==> src/rtl/piso_pkg.sv <==
// Shared types and helpers for the piso_serializer block: FSM state encoding,
// counter width helper and the even-parity function.
package piso_pkg;

  typedef enum logic [1:0] {
    S_IDLE   = 2'd0,
    S_SHIFT  = 2'd1,
    S_PARITY = 2'd2,
    S_GAP    = 2'd3
  } state_e;

  // Width of a counter that must hold values 0..n-1 (never narrower than 1 bit).
  function automatic int cnt_w(input int n);
    return (n <= 2) ? 1 : $clog2(n);
  endfunction

  // Even parity of a word zero-extended to 64 bits.
  function automatic logic even_par(input logic [63:0] v);
    return ^v;
  endfunction

endpackage

==> src/rtl/piso_bit_cnt.sv <==
// Clearable up-counter with a terminal-count flag at LAST; used for both the
// frame bit position and the inter-frame gap length.
module piso_bit_cnt #(
  parameter int CW   = 3,
  parameter int LAST = 7
) (
  input  logic          clk,
  input  logic          reset_n,
  input  logic          clr_i,
  input  logic          en_i,
  output logic [CW-1:0] cnt_o,
  output logic          tc_o
);

  logic [CW-1:0] cnt_q, cnt_d;

  always_comb begin
    cnt_d = cnt_q;
    if (clr_i)     cnt_d = '0;
    else if (en_i) cnt_d = cnt_q + 1'b1;
  end

  always_ff @(posedge clk) begin
    if (!reset_n) cnt_q <= '0;
    else          cnt_q <= cnt_d;
  end

  assign cnt_o = cnt_q;
  assign tc_o  = (cnt_q == CW'(LAST));

endmodule

==> src/rtl/piso_serializer.sv <==
// Parallel-in serial-out serializer with valid/ready input and registered sdo/done.
// Define PISO_PARITY_EN to append an even-parity bit to every frame.
module piso_serializer
  import piso_pkg::*;
#(
  parameter int WIDTH     = 8,
  parameter bit MSB_FIRST = 1'b1,
  parameter int GAP       = 0
) (
  input  logic             clk,
  input  logic             reset_n,
  input  logic [WIDTH-1:0] din,
  input  logic             din_valid,
  output logic             din_ready,
  output logic             sdo,
  output logic             sdo_en,
  output logic             busy,
  output logic             done
);

  localparam int CW = cnt_w(WIDTH);

  state_e           state_q, state_d;
  logic [WIDTH-1:0] sr_q, sr_d;
  logic             sdo_q, sdo_d;
  logic             done_q, done_d;
  logic [CW-1:0]    bit_cnt;
  logic             bit_tc;
  logic             gap_tc;
  logic             tap;

`ifdef PISO_PARITY_EN
  logic par_q, par_d;
`endif

  piso_bit_cnt #(.CW(CW), .LAST(WIDTH-1)) u_bit_cnt (
    .clk     (clk),
    .reset_n (reset_n),
    .clr_i   (state_q != S_SHIFT),
    .en_i    (state_q == S_SHIFT),
    .cnt_o   (bit_cnt),
    .tc_o    (bit_tc)
  );

  generate
    if (GAP > 0) begin : g_gap
      logic [cnt_w(GAP+1)-1:0] gap_cnt_unused;
      piso_bit_cnt #(.CW(cnt_w(GAP+1)), .LAST(GAP-1)) u_gap_cnt (
        .clk     (clk),
        .reset_n (reset_n),
        .clr_i   (state_q != S_GAP),
        .en_i    (state_q == S_GAP),
        .cnt_o   (gap_cnt_unused),
        .tc_o    (gap_tc)
      );
    end else begin : g_no_gap
      assign gap_tc = 1'b1;
    end
  endgenerate

  always_comb begin
    state_d = state_q;
    sr_d    = sr_q;
    case (state_q)
      S_IDLE: begin
        if (din_valid) begin
          state_d = S_SHIFT;
          sr_d    = din;
        end
      end
      S_SHIFT: begin
        sr_d = MSB_FIRST ? (sr_q << 1) : (sr_q >> 1);
        if (bit_tc) begin
`ifdef PISO_PARITY_EN
          state_d = S_PARITY;
`else
          if (GAP > 0) state_d = S_GAP;
          else         state_d = S_IDLE;
`endif
        end
      end
      S_PARITY: begin
        if (GAP > 0) state_d = S_GAP;
        else         state_d = S_IDLE;
      end
      S_GAP: begin
        if (gap_tc) state_d = S_IDLE;
      end
      default: state_d = S_IDLE;
    endcase
  end

  // sdo/done are computed one cycle ahead from the next state so they leave flops.
  always_comb begin
    tap    = MSB_FIRST ? sr_d[WIDTH-1] : sr_d[0];
    sdo_d  = 1'b0;
    done_d = 1'b0;
    if (state_d == S_SHIFT) sdo_d = tap;
`ifdef PISO_PARITY_EN
    par_d = (state_q == S_IDLE && din_valid) ? even_par(64'(din)) : par_q;
    if (state_d == S_PARITY) begin
      sdo_d  = par_q;
      done_d = 1'b1;
    end
`else
    done_d = (state_q == S_SHIFT) && (bit_cnt == CW'(WIDTH-2));
`endif
  end

  always_ff @(posedge clk) begin
    if (!reset_n) begin
      state_q <= S_IDLE;
      sr_q    <= '0;
      sdo_q   <= 1'b0;
      done_q  <= 1'b0;
`ifdef PISO_PARITY_EN
      par_q   <= 1'b0;
`endif
    end else begin
      state_q <= state_d;
      sr_q    <= sr_d;
      sdo_q   <= sdo_d;
      done_q  <= done_d;
`ifdef PISO_PARITY_EN
      par_q   <= par_d;
`endif
    end
  end

  assign sdo       = sdo_q;
  assign done      = done_q;
  assign sdo_en    = (state_q == S_SHIFT) || (state_q == S_PARITY);
  assign busy      = (state_q != S_IDLE);
  assign din_ready = (state_q == S_IDLE);

endmodule

==> config.mk <==
export PLATFORM = sky130hd
export DESIGN_NAME = piso_serializer
export DESIGN_NICKNAME = d
export VERILOG_FILES = /design/src/rtl/piso_pkg.sv /design/src/rtl/piso_bit_cnt.sv /design/src/rtl/piso_serializer.sv
export SDC_FILE = /design/constraint.sdc
export NUM_CORES = 1
export LEC_CHECK = 0
export BUFFER_PORTS_ARGS = -buffer_cell sky130_fd_sc_hd__clkbuf_2
export CAP_MARGIN = 20
export CORE_MARGIN = 10
export CORE_UTILIZATION = 50
export DETAILED_ROUTE_END_ITERATION = 7
export GPL_TIMING_DRIVEN = 0
export PLACE_DENSITY = 0.85
export SYNTH_ARGS = -nofsm -noshare
export SYNTH_HDL_FRONTEND = slang
export SYNTH_SLANG_ARGS = --single-unit
==> constraint.sdc <==
create_clock -name clk -period 2.36 [get_ports clk]
set_clock_uncertainty 0.15 [all_clocks]
set_input_delay 0.354 -clock clk [delete_from_list [all_inputs] [get_ports clk]]
set_output_delay 0.354 -clock clk [all_outputs]
set_load 0.05 [all_outputs]
==> results of run 1 <==
[Yosys cell counts, types with 2 or more instances]
cell type,instances,area share (%)
a21boi_1,4,4.2
a21oi_1,4,2.8
a32oi_1,4,4.9
and2_1,2,1.8
and3_1,2,1.8
buf_4,2,2.1
dfxtp_1,15,42
ha_1,5,8.8
inv_1,5,2.6
nand2_1,6,3.2
nand2b_1,2,1.8
nor2_1,4,2.1
nor2b_1,2,1.8
o21ai_0,3,2.1
o21ai_1,4,2.8
[flip-flops by register name, indices dropped and copies added, names as in the netlist]
register         cells
u_bit_cnt.cnt_o      3
sr_q                 8
sdo                  1
done                 1
state_q              2
[worst min path at each step]
stage	to	slack (ns)	cells after the start
CTS	sr_q[0]	0.19	3
detailed placement	done	0.28	2
floorplan	done	0.26	2
finish	sr_q[0]	0.19	3
global placement	done	0.27	2
global route	sr_q[3]	0.22	3
[cell type report]
type                            instances  area, µm²  share of cell area, %
Inverter                                5       18.8                   2.25
Multi-Input combinational cell         50        370                   44.4
Clock buffer                            3       22.5                   2.70
Buffer                                  4       23.8                   2.85
Timing Repair Buffer                   15       75.1                   9.00
Tap cell                               15       18.8                   2.25
Sequential cell                        15        300                   36.0
Clock inverter                          1       5.00                  0.600
[worst register-to-register path, stage by stage, from the launching register on]
cell and delay (ns):
dfxtp_1 0.32, inv_1 0.09, ha_1 0.19, buf_4 0.19
mux2i_2 0.38, nand2_1 0.10, a21boi_1 0.14
[per-layer routing]
layer / wire [µm] / vias to the layer above / track usage [%]
li1: - / 297 / -
met1: 626 / 275 / 9.72
met2: 709 / 20 / 15.5
met3: 118 / 5 / 3.27
met4: 31 / 0 / 5.37
met5: 0 / - / 0
[logic make-up after synthesis]
logic type	Yosys count	share of synthesized area [%]
AO/OA/AOI/OAI	23	24.4
adder cells (fa/ha/maj)	5	8.77
buffers and inverters	9	5.96
flip-flops	15	42.1
multiplexers	3	5.61
AND/OR/NAND/NOR	19	13.2
[stage by stage]
step	hold WS (ns)	cell area, µm²	util [%]	instances	power [W]
floorplan	0.264	713	-	74	0.000375
global placement	0.275	807	61.3	104	0.000401
detailed placement	0.284	807	61.3	104	0.000405
CTS	0.190	835	63.3	108	0.000550
global route	0.217	835	63.3	108	0.000575
finish	0.192	835	63.3	108	0.000548
[power groups by stage]
stage | Clock (W) | Sequential [W] | Combinational (W)
after floorplan | 0 | 0.000285 | 0.0000896
after global placement | 0 | 0.000283 | 0.000118
after detailed placement | 0 | 0.000284 | 0.000121
after CTS | 0.000150 | 0.000278 | 0.000123
after global routing | 0.000161 | 0.000280 | 0.000134
final | 0.000148 | 0.000278 | 0.000122
==> reports/summary.txt, run 1 <==
Slowest-stage cell, CP = dfxtp_1
Flop-to-flop setup slack = 0.73 ns
Rel. slew slack = 76.7%
DIE HEIGHT = 57.8 µm
DRT Pass-1 Iters = 4
Largest net degree at the start of global routing = 11
Worst Setup EP = busy
Crit. End Element = output port
Crit-path cells = inv_1, ha_1, buf_4, inv_1, clkbuf_2
Final worst slack = 0.414 ns
Vias post-DR = 597
GR Overflow Total = 0
CTS sink count = 15
Hold_buf cts = 0
Number of H-tree levels = 1
Maxcap violations = 0
Antenna-violating nets left = 0
Synthesized cell area = 713 µm²
Critical path startpoint category = flop
Nets = 110
Core Area = 1320 µm²
Post-synth EDFFs = 0
Pint = 0.000378 W
Most frequent cells in the layout = dfxtp_1 (15), clkbuf_2 (15), nand2_1 (6)
Hold Startpoint = din[0]
Critical path buffers and inverters = 4
Mapped Nets = 90
Fin Setup TNS = 0 ns
Final period utilization = 82.5%
Setup slack at placement = 0.723 ns
CP required = 1.86 ns
Ys flop type = dfxtp_1
Worst Tran Pin Value = 0.343 ns
Leak Pwr = 0.375 nW
Synth unique cells = 25
Clock Power Share = 27.0%
Worst vdd ir = 377 µV
Layout cell share with drive strength beyond 1 = 29.0%
Switching share of power = 31.0%
Sequential share of the synthesized area = 42.1%
IO buf count = 15
WL final = 1490 µm
Reg2Reg Capture Point = sr_q[6]
CTS buffer count = 3
# IOs = 16
Setup CP Type = flop to output port
Root Driver = clkbuf_4
Switching pwr = 0.000170 W
CP dominant cell by count = inv_1
Clock transition at the registers of the reported paths = 0.09 ns
Area of the die = 3340 µm²
Via density per instance = 5.53
Die W = 57.8 µm
Peak Freq = 514 MHz
Worst hold path class = input pin to flop
Area Overhead vs Synth = 17.0%
Sequential Power Share = 50.7%
Max clock buf depth = 2
CTS tree = yes
Initial detailed-routing violation count = 13
Fin crit period = 1.95 ns
Clk_lat worst skew = 0.28 ns
Post-CTS sizing = 0
Final setup viols = 0
Critical path depth = 5
Drt drc = 0
Initial antenna violation count = 0
GRT Overall Usage = 9.23%
Antenna cells = 0
FP Rows = 13
Crit-path max FO = 10
First-pass GRT wire length = 2550 µm
CP arrival = 1.44 ns
RePlAce Congestion = 0.753
Vias in the first global route = 634
Reg-to-Reg Start = state_q[1]
Initial core utilization = 54.1%
Reg2Reg Depth = 6
Asr flop ratio synth = 0%
Unrepaired setup endpoints after global routing = false
Synth warnings = 0
Logic pwr share = 22.2%
Gate Count Post-Synth = 74
Status = finished, final reports clean
Slew Viols, Final = 0
Crit-path leading delay family = buffers and inverters
Filler Cells Inserted = 112
Avg Inst Size Synth = 9.64 µm²
Final HPWL from detailed placement = 1140 µm
Crit-path max cell delay = 0.37 ns
Yosys reg bits = 15
Fin. Hold Viols = 0
Post-CTS setup buffers = 0
Routed len/inst = 13.8 µm
Origin of the worst setup path = state_q[0]
Pwr Density = 656 nW/µm²
Note: power is estimated with default switching activity, not from simulation.
==> run 2, diff against run 1 <==
--- a/config.mk
+++ b/config.mk
@@ -5,13 +5,14 @@
 export SDC_FILE = /design/constraint.sdc
 export NUM_CORES = 1
 export LEC_CHECK = 0
+export ABC_AREA = 1
 export BUFFER_PORTS_ARGS = -buffer_cell sky130_fd_sc_hd__clkbuf_2
 export CAP_MARGIN = 20
 export CORE_MARGIN = 10
-export CORE_UTILIZATION = 50
+export CORE_UTILIZATION = 46
 export DETAILED_ROUTE_END_ITERATION = 7
 export GPL_TIMING_DRIVEN = 0
-export PLACE_DENSITY = 0.85
+export PLACE_DENSITY = 0.82
 export SYNTH_ARGS = -nofsm -noshare
 export SYNTH_HDL_FRONTEND = slang
 export SYNTH_SLANG_ARGS = --single-unit
==> constraint.sdc (replaced) <==
create_clock -name clk -period 1.62 [get_ports clk]
set_clock_uncertainty 0.15 [all_clocks]
set_input_delay 0.243 -clock clk [delete_from_list [all_inputs] [get_ports clk]]
set_output_delay 0.243 -clock clk [all_outputs]
set_load 0.05 [all_outputs]
==> run 2 against run 1 <==
  * Sequential power rose by 46%
  * Combinational power grew 83%
  * Clock-buffer cell count stayed put
  * Critical path depth is 2 lower
  * Clock power increased by 45%
  * Register-to-register slack worse by 0.55 ns
  * Critical path type unchanged
  * Largest power group unchanged
==> reports/summary.txt, run 2 <==
FP Rows = 14 (+1)
CTS sink count = 15 (unchanged)
Most common cell after layout, fill and taps aside = nand2_1
Synth warnings = 0 (unchanged)
Crit-path max FO = 6 (-4)
Gate Count Post-Synth = 105 (+42%)
DIE HEIGHT = 60.2 µm (+4.3%)
WHS = 0.0366 ns (-0.155 ns)
Initial core utilization = 48.9% (-5.3 points)
Setup CP Type = flop to output port
Setup slack at placement = 0.190 ns (-0.533 ns)
Area of the multi-input gates = 394 µm² (+6.4%)
Area of the die = 3630 µm² (+8.7%)
Pwr Density = 944 nW/µm² (+44%)
Pint = 0.000575 W (+52%)
Maxcap violations = 0 (unchanged)
Sequential Power Share = 48.2% (-2.5 points)
Max clock buf depth = 2 (unchanged)
CP arrival = 1.14 ns (-0.30 ns)
Core Area = 1520 µm² (+16%)
Final setup viols = 0 (unchanged)
Synthesized cell area = 744 µm² (+4.4%)
Switching share of power = 32.0% (+0.99 points)
Ys flop type = dfxtp_1
Largest net degree at the start of global routing = 11 (unchanged)
RePlAce Congestion = 0.790 (+4.9%)
Synth area leaders = dfxtp_1 (40%), nand2_1 (18%), nor2_1 (11%), ha_1 (8.4%), nand3b_1 (6.1%)
Filler Cells Inserted = 145 (+29%)
Critical path startpoint category = flop
Most frequent cells in the layout = nand2_1 (36), nor2_1 (21), dfxtp_1 (15)
Status = finished, final reports clean
Synth unique cells = 17 (-32%)
CTS buffer count = 3 (unchanged)
Yosys reg bits = 15 (unchanged)
Final HPWL from detailed placement = 1130 µm (-1.3%)
Peak Freq = 651 MHz
Final worst slack = 0.0846 ns (-0.329 ns)
Switching pwr = 0.000271 W (+59%)
Origin of the worst setup path = state_q[0]
Die W = 60.2 µm (+4.3%)
Layout cell share with drive strength beyond 1 = 22.0% (-7.1 points)
# IOs = 16 (unchanged)
Top-count cell post-synth = nand2_1
Worst Tran Pin Value = 0.430 ns (+0.0870 ns)
Root Driver = clkbuf_4
Antenna cells = 0 (unchanged)
First-pass GRT wire length = 2650 µm (+4.0%)
Crit. End Element = output port
WL final = 1500 µm (+0.74%)
DRT Pass-1 Iters = 4 (unchanged)
Nets = 140 (+27%)
Drt drc = 0 (unchanged)
Synth top cells by count = nand2_1 (36), nor2_1 (21), dfxtp_1 (15), inv_1 (7), nand3b_1 (6)
Clk_lat worst skew = 0.28 ns (about the same)
GRT Overall Usage = 9.31% (+0.080 points)
Unrepaired setup endpoints after global routing = false
Final period utilization = 94.8%
Avg Inst Size Synth = 7.09 µm² (-26%)
Fin. Hold Viols = 0 (unchanged)
Hold Startpoint = din[0]
Initial detailed-routing violation count = 11 (-2)
Vias post-DR = 678 (+14%)
Fin crit period = 1.54 ns
Leak Pwr = 0.468 nW (+25%)
Mapped Nets = 121 (+34%)
Rel. slew slack = 71.3% (-5.3 points)
Sequential share of the synthesized area = 40.3% (-1.8 points)
Fin Setup TNS = 0 ns (unchanged)
IO buf count = 14 (-1)
Largest register FFs = 8 (unchanged)
Post-synth EDFFs = 0 (unchanged)
Initial antenna violation count = 0 (unchanged)
Logic pwr share = 26.4% (+4.2 points)
Worst vdd ir = 661 µV (+76%)
Reg-to-Reg Start = state_q[1]
Largest Register = sr_q
Register area = 300 µm² (unchanged)
Asr flop ratio synth = 0% (unchanged)
Via density per instance = 4.88 (-12%)
CP required = 1.23 ns (-0.63 ns)
Post-synth top area share = 40.3% (-1.8 points)
Slew Viols, Final = 0 (unchanged)
CTS tree = yes
Area Overhead vs Synth = 20.3%
Worst hold path class = input pin to flop
Clock Power Share = 25.4% (-1.6 points)
Clock transition at the registers of the reported paths = 0.09 ns (about the same)
Vias in the first global route = 714 (+13%)
Cell taking the most area after synthesis = dfxtp_1
Number of H-tree levels = 1 (unchanged)
Routed len/inst = 10.8 µm (-22%)
GR Overflow Total = 0 (unchanged)
Antenna-violating nets left = 0 (unchanged)
-- run 2: changes by cell type after synthesis, moves of 3 or more --
cell      previous run  this run
nor2_1               4        21
a21boi_1             4         0
nand2_1              6        36
o21ai_1              4         0
a32oi_1              4         0
nand3_1              0         3
o21ai_0              3         0
nand3b_1             0         6
-- run 2: metrics by stage --
| stage | util [%] | instance area, µm² | total power (W) | std cells |
|---|---|---|---|---|
| 6_report | 58.8 | 896 | 0.000845 | 139 |
| 5_1_grt | 58.8 | 896 | 0.000896 | 139 |
| 4_1_cts | 58.1 | 886 | 0.000845 | 139 |
| 3_5_place_dp | 55.6 | 847 | 0.000624 | 135 |
| 3_3_place_gp | 55.6 | 847 | 0.000619 | 135 |
| 2_1_floorplan | - | 757 | 0.000585 | 105 |
-- run 2: worst paths after layout --
kind / endpoint / slack, ns / depth (start not counted)
min reg2reg: done / 0.29 / 2
max: din_ready / 0.08 / 3
min: sr_q[0] / 0.04 / 3
max reg2reg: sdo / 0.18 / 8
-- run 2: metal layers --
layer  global-route usage [%]  part of all wire (%)  wire length (µm)  vias up
met2                     16.5                    47               709       16
met1                     8.38                    41               612      303
li1                         -                     -                 -      355
met4                     4.17                   2.1                31        0
met3                     5.30                   9.5               142        4
met5                        0                     0                 0        -
-- run 2: logic make-up (layout without fill, tap and decap cells) --
kind of cell | after synthesis | count (layout) | synth area share, %
compound gates | 2 | 2 | 1.34
simple gates | 70 | 70 | 41.5
fa+ha+maj | 5 | 5 | 8.40
flops | 15 | 15 | 40.3
buf+inv | 13 | 31 | 8.40
-- run 2: power groups by stage --
stage | clock, W | combinational (W) | sequential, W
finish | 0.000215 | 0.000223 | 0.000407
global route | 0.000232 | 0.000253 | 0.000411
CTS | 0.000221 | 0.000217 | 0.000407
detailed placement | 0 | 0.000209 | 0.000415
global placement | 0 | 0.000204 | 0.000414
floorplan | 0 | 0.000166 | 0.000418
-- run 2: timing repair --
action,in CTS,in global routing
gates resized for setup,3,7
setup buffers,0,0
hold buffers,0,0
pin swaps,0,0
setup endpoints to repair,2,3
-- run 2: final cells by class --
cell class	instances	share of cell area, %
multi-input cells	77	44.0
flip-flops and latches	15	33.5
repair buffers	14	9.92
inverters	10	4.75
clock buffers	3	2.51
plain buffers	3	2.51
well taps	16	2.23
clock inverters	1	0.559
-- run 2: critical path: stages (launching register included) --
cell     delay (ns)
dfxtp_1        0.32
inv_1          0.13
ha_4           0.20
buf_4          0.21
==> run 3, diff against run 2 <==
--- a/config.mk
+++ b/config.mk
@@ -5,14 +5,13 @@
 export SDC_FILE = /design/constraint.sdc
 export NUM_CORES = 1
 export LEC_CHECK = 0
-export ABC_AREA = 1
 export BUFFER_PORTS_ARGS = -buffer_cell sky130_fd_sc_hd__clkbuf_2
 export CAP_MARGIN = 20
 export CORE_MARGIN = 10
-export CORE_UTILIZATION = 46
+export CORE_UTILIZATION = 54
 export DETAILED_ROUTE_END_ITERATION = 7
 export GPL_TIMING_DRIVEN = 0
-export PLACE_DENSITY = 0.82
+export PLACE_DENSITY = 0.9
 export SYNTH_ARGS = -nofsm -noshare
 export SYNTH_HDL_FRONTEND = slang
 export SYNTH_SLANG_ARGS = --single-unit
==> constraint.sdc (replaced) <==
create_clock -name clk -period 1.95 [get_ports clk]
set_clock_uncertainty 0.15 [all_clocks]
set_input_delay 0.2925 -clock clk [delete_from_list [all_inputs] [get_ports clk]]
set_output_delay 0.2925 -clock clk [all_outputs]
set_load 0.05 [all_outputs]
==> run 3 against run 2 <==
  * Clock-buffer cell count increased by 1
  * Critical path type unchanged
  * Sequential share of layout area increased by 2.4 points
  * Via count decreased by 14%
  * Critical endpoint is now busy
  * Largest cell class unchanged
==> reports/summary.txt, run 3 (synthesized netlist as in run 1, its figures left out) <==
Status = finished, final reports clean
Die W = 56.3 µm (-6.5%)
Final worst slack = 0.113 ns (+0.0285 ns)
Area Overhead vs Synth = 17.2%
Crit-path cells = inv_1, ha_1, buf_4, inv_1, buf_4
Vias in the first global route = 595 (-17%)
GR Overflow Total = 0 (unchanged)
# IOs = 16 (unchanged)
DIE HEIGHT = 56.3 µm (-6.5%)
GR Util met3 = 5.84% (+0.55 points)
Slowest-stage cell, CP = dfxtp_1
Nets = 110 (-21%)
Largest Register = sr_q
Fin. Hold Viols = 0 (unchanged)
CP required = 1.51 ns (+0.28 ns)
Global Route met2 Usage = 16.6% (+0.17 points)
Vias post-DR = 581 (-14%)
Setup CP Type = flop to output port
Crit-path max FO = 10 (+4)
CP arrival = 1.39 ns (+0.25 ns)
Fin Setup TNS = 0 ns (unchanged)
GRT Overall Usage = 9.66% (+0.35 points)
IO buf count = 15 (+1)
CTS tree = yes
RePlAce Congestion = 0.789 (about the same)
Setup slack at placement = 0.348 ns (+0.158 ns)
Crit. End Element = output port
Initial antenna violation count = 0 (unchanged)
Busiest grt layer = met2
Peak Freq = 544 MHz
CTS sink count = 15 (unchanged)
Final period utilization = 94.2%
Pwr Density = 789 nW/µm² (-16%)
Antenna cells = 0 (unchanged)
Initial core utilization = 56.2% (+7.4 points)
First-pass GRT wire length = 2500 µm (-5.7%)
DRT Pass-1 Iters = 4 (unchanged)
Antenna-violating nets left = 0 (unchanged)
Critical path startpoint category = flop
Placed cell area = 807 µm² (-4.7%)
Rel. slew slack = 76.7% (+5.3 points)
Slew Viols, Final = 0 (unchanged)
FP Rows = 13 (-1)
Max clock buf depth = 2 (unchanged)
Worst vdd ir = 469 µV (-29%)
Worst hold path class = input pin to flop
Final Instance Area = 836 µm² (-6.7%)
Crit-path leading delay family = buffers and inverters
Clock transition at the registers of the reported paths = 0.09 ns (about the same)
WHS = 0.142 ns (+0.105 ns)
Maxcap violations = 0 (unchanged)
Unrepaired setup endpoints after global routing = false
Routed len/inst = 13.4 µm (+24%)
Design Power = 0.000659 W (-22%)
Worst Tran Pin Value = 0.350 ns (-0.0799 ns)
Critical path buffers and inverters = 4 (+2)
Final HPWL from detailed placement = 1110 µm (-2.1%)
Largest net degree at the start of global routing = 11 (unchanged)
Crit-path max cell delay = 0.38 ns (+0.06 ns)
Post-CTS setup buffers = 0 (unchanged)
Leak Pwr = 0.373 nW (-20%)
Number of H-tree levels = 1 (unchanged)
Clk_lat worst skew = 0.28 ns (about the same)
Largest register FFs = 8 (unchanged)
Layout cell share with drive strength beyond 1 = 28.0% (+6.0 points)
Met1 usage = 9.34% (+0.96 points)
Core Area = 1270 µm² (-17%)
Via density per instance = 5.38 (+10%)
Area of the die = 3170 µm² (-12%)
Fin crit period = 1.84 ns
WL final = 1450 µm (-3.3%)
Drt drc = 0 (unchanged)
Initial detailed-routing violation count = 5 (-6)
CTS buffer count = 3 (unchanged)
Root Driver = clkbuf_4
Most common cell after layout, fill and taps aside = dfxtp_1
Most frequent cells in the layout = dfxtp_1 (15), clkbuf_2 (14), nand2_1 (6)
Final setup viols = 0 (unchanged)
[run 3: power breakdown]
| part | total (W) | internal [W] | switching (W) |
|---|---|---|---|
| clock network | 0.000175 | 0.0000794 | 0.0000955 |
| registers | 0.000337 | 0.000325 | 0.0000117 |
| logic | 0.000147 | 0.0000574 | 0.0000900 |
[run 3: final timing paths]
check | to | slack [ns] | start | cells past startpoint
max | busy | 0.11 | state_q[0] | 5
min | state_q[1] | 0.14 | reset_n | 2
max reg2reg | sr_q[3] | 0.31 | state_q[0] | 6
min reg2reg | u_bit_cnt.cnt_o[0] | 0.30 | u_bit_cnt.cnt_o[0] | 1
[run 3: repair_timing]
action,CTS,global route
endpoints found under the hold margin,0,0
hold buffers,0,0
resized for setup,0,3
setup endpoints to repair,0,1
[run 3: worst register-to-register path: cells and delay by family, from the launching register on]
kind	cells	cell delay (ns)
flip-flops	1	0.38
buffers and inverters	2	0.26
adder cells (fa/ha/maj)	1	0.23
multiplexers	1	0.30
AO/OA/AOI/OAI	1	0.15
AND/OR/NAND/NOR	1	0.09
[run 3: metal layers]
| metal | wire length (µm) | vias up | share of wire (%) |
|---|---|---|---|
| li1 | - | 299 | - |
| met1 | 594 | 264 | 41 |
| met2 | 728 | 16 | 50 |
| met3 | 110 | 2 | 7.6 |
| met4 | 13 | 0 | 0.90 |
| met5 | 0 | - | 0 |
[run 3: area by class of cell]
type / count / area [µm²]
Fill cell: 110 / 433
Multi-Input combinational cell: 50 / 370
Sequential cell: 15 / 300
Timing Repair Buffer: 15 / 77.6
Clock buffer: 4 / 26.3
Buffer: 4 / 23.8
Inverter: 5 / 18.8
Tap cell: 15 / 18.8
[run 3: per-stage QoR]
stage	util, %	cells
after floorplan	-	74
after global placement	63.6	104
after detailed placement	63.6	104
after CTS	65.7	108
after global routing	65.9	108
final	65.9	108
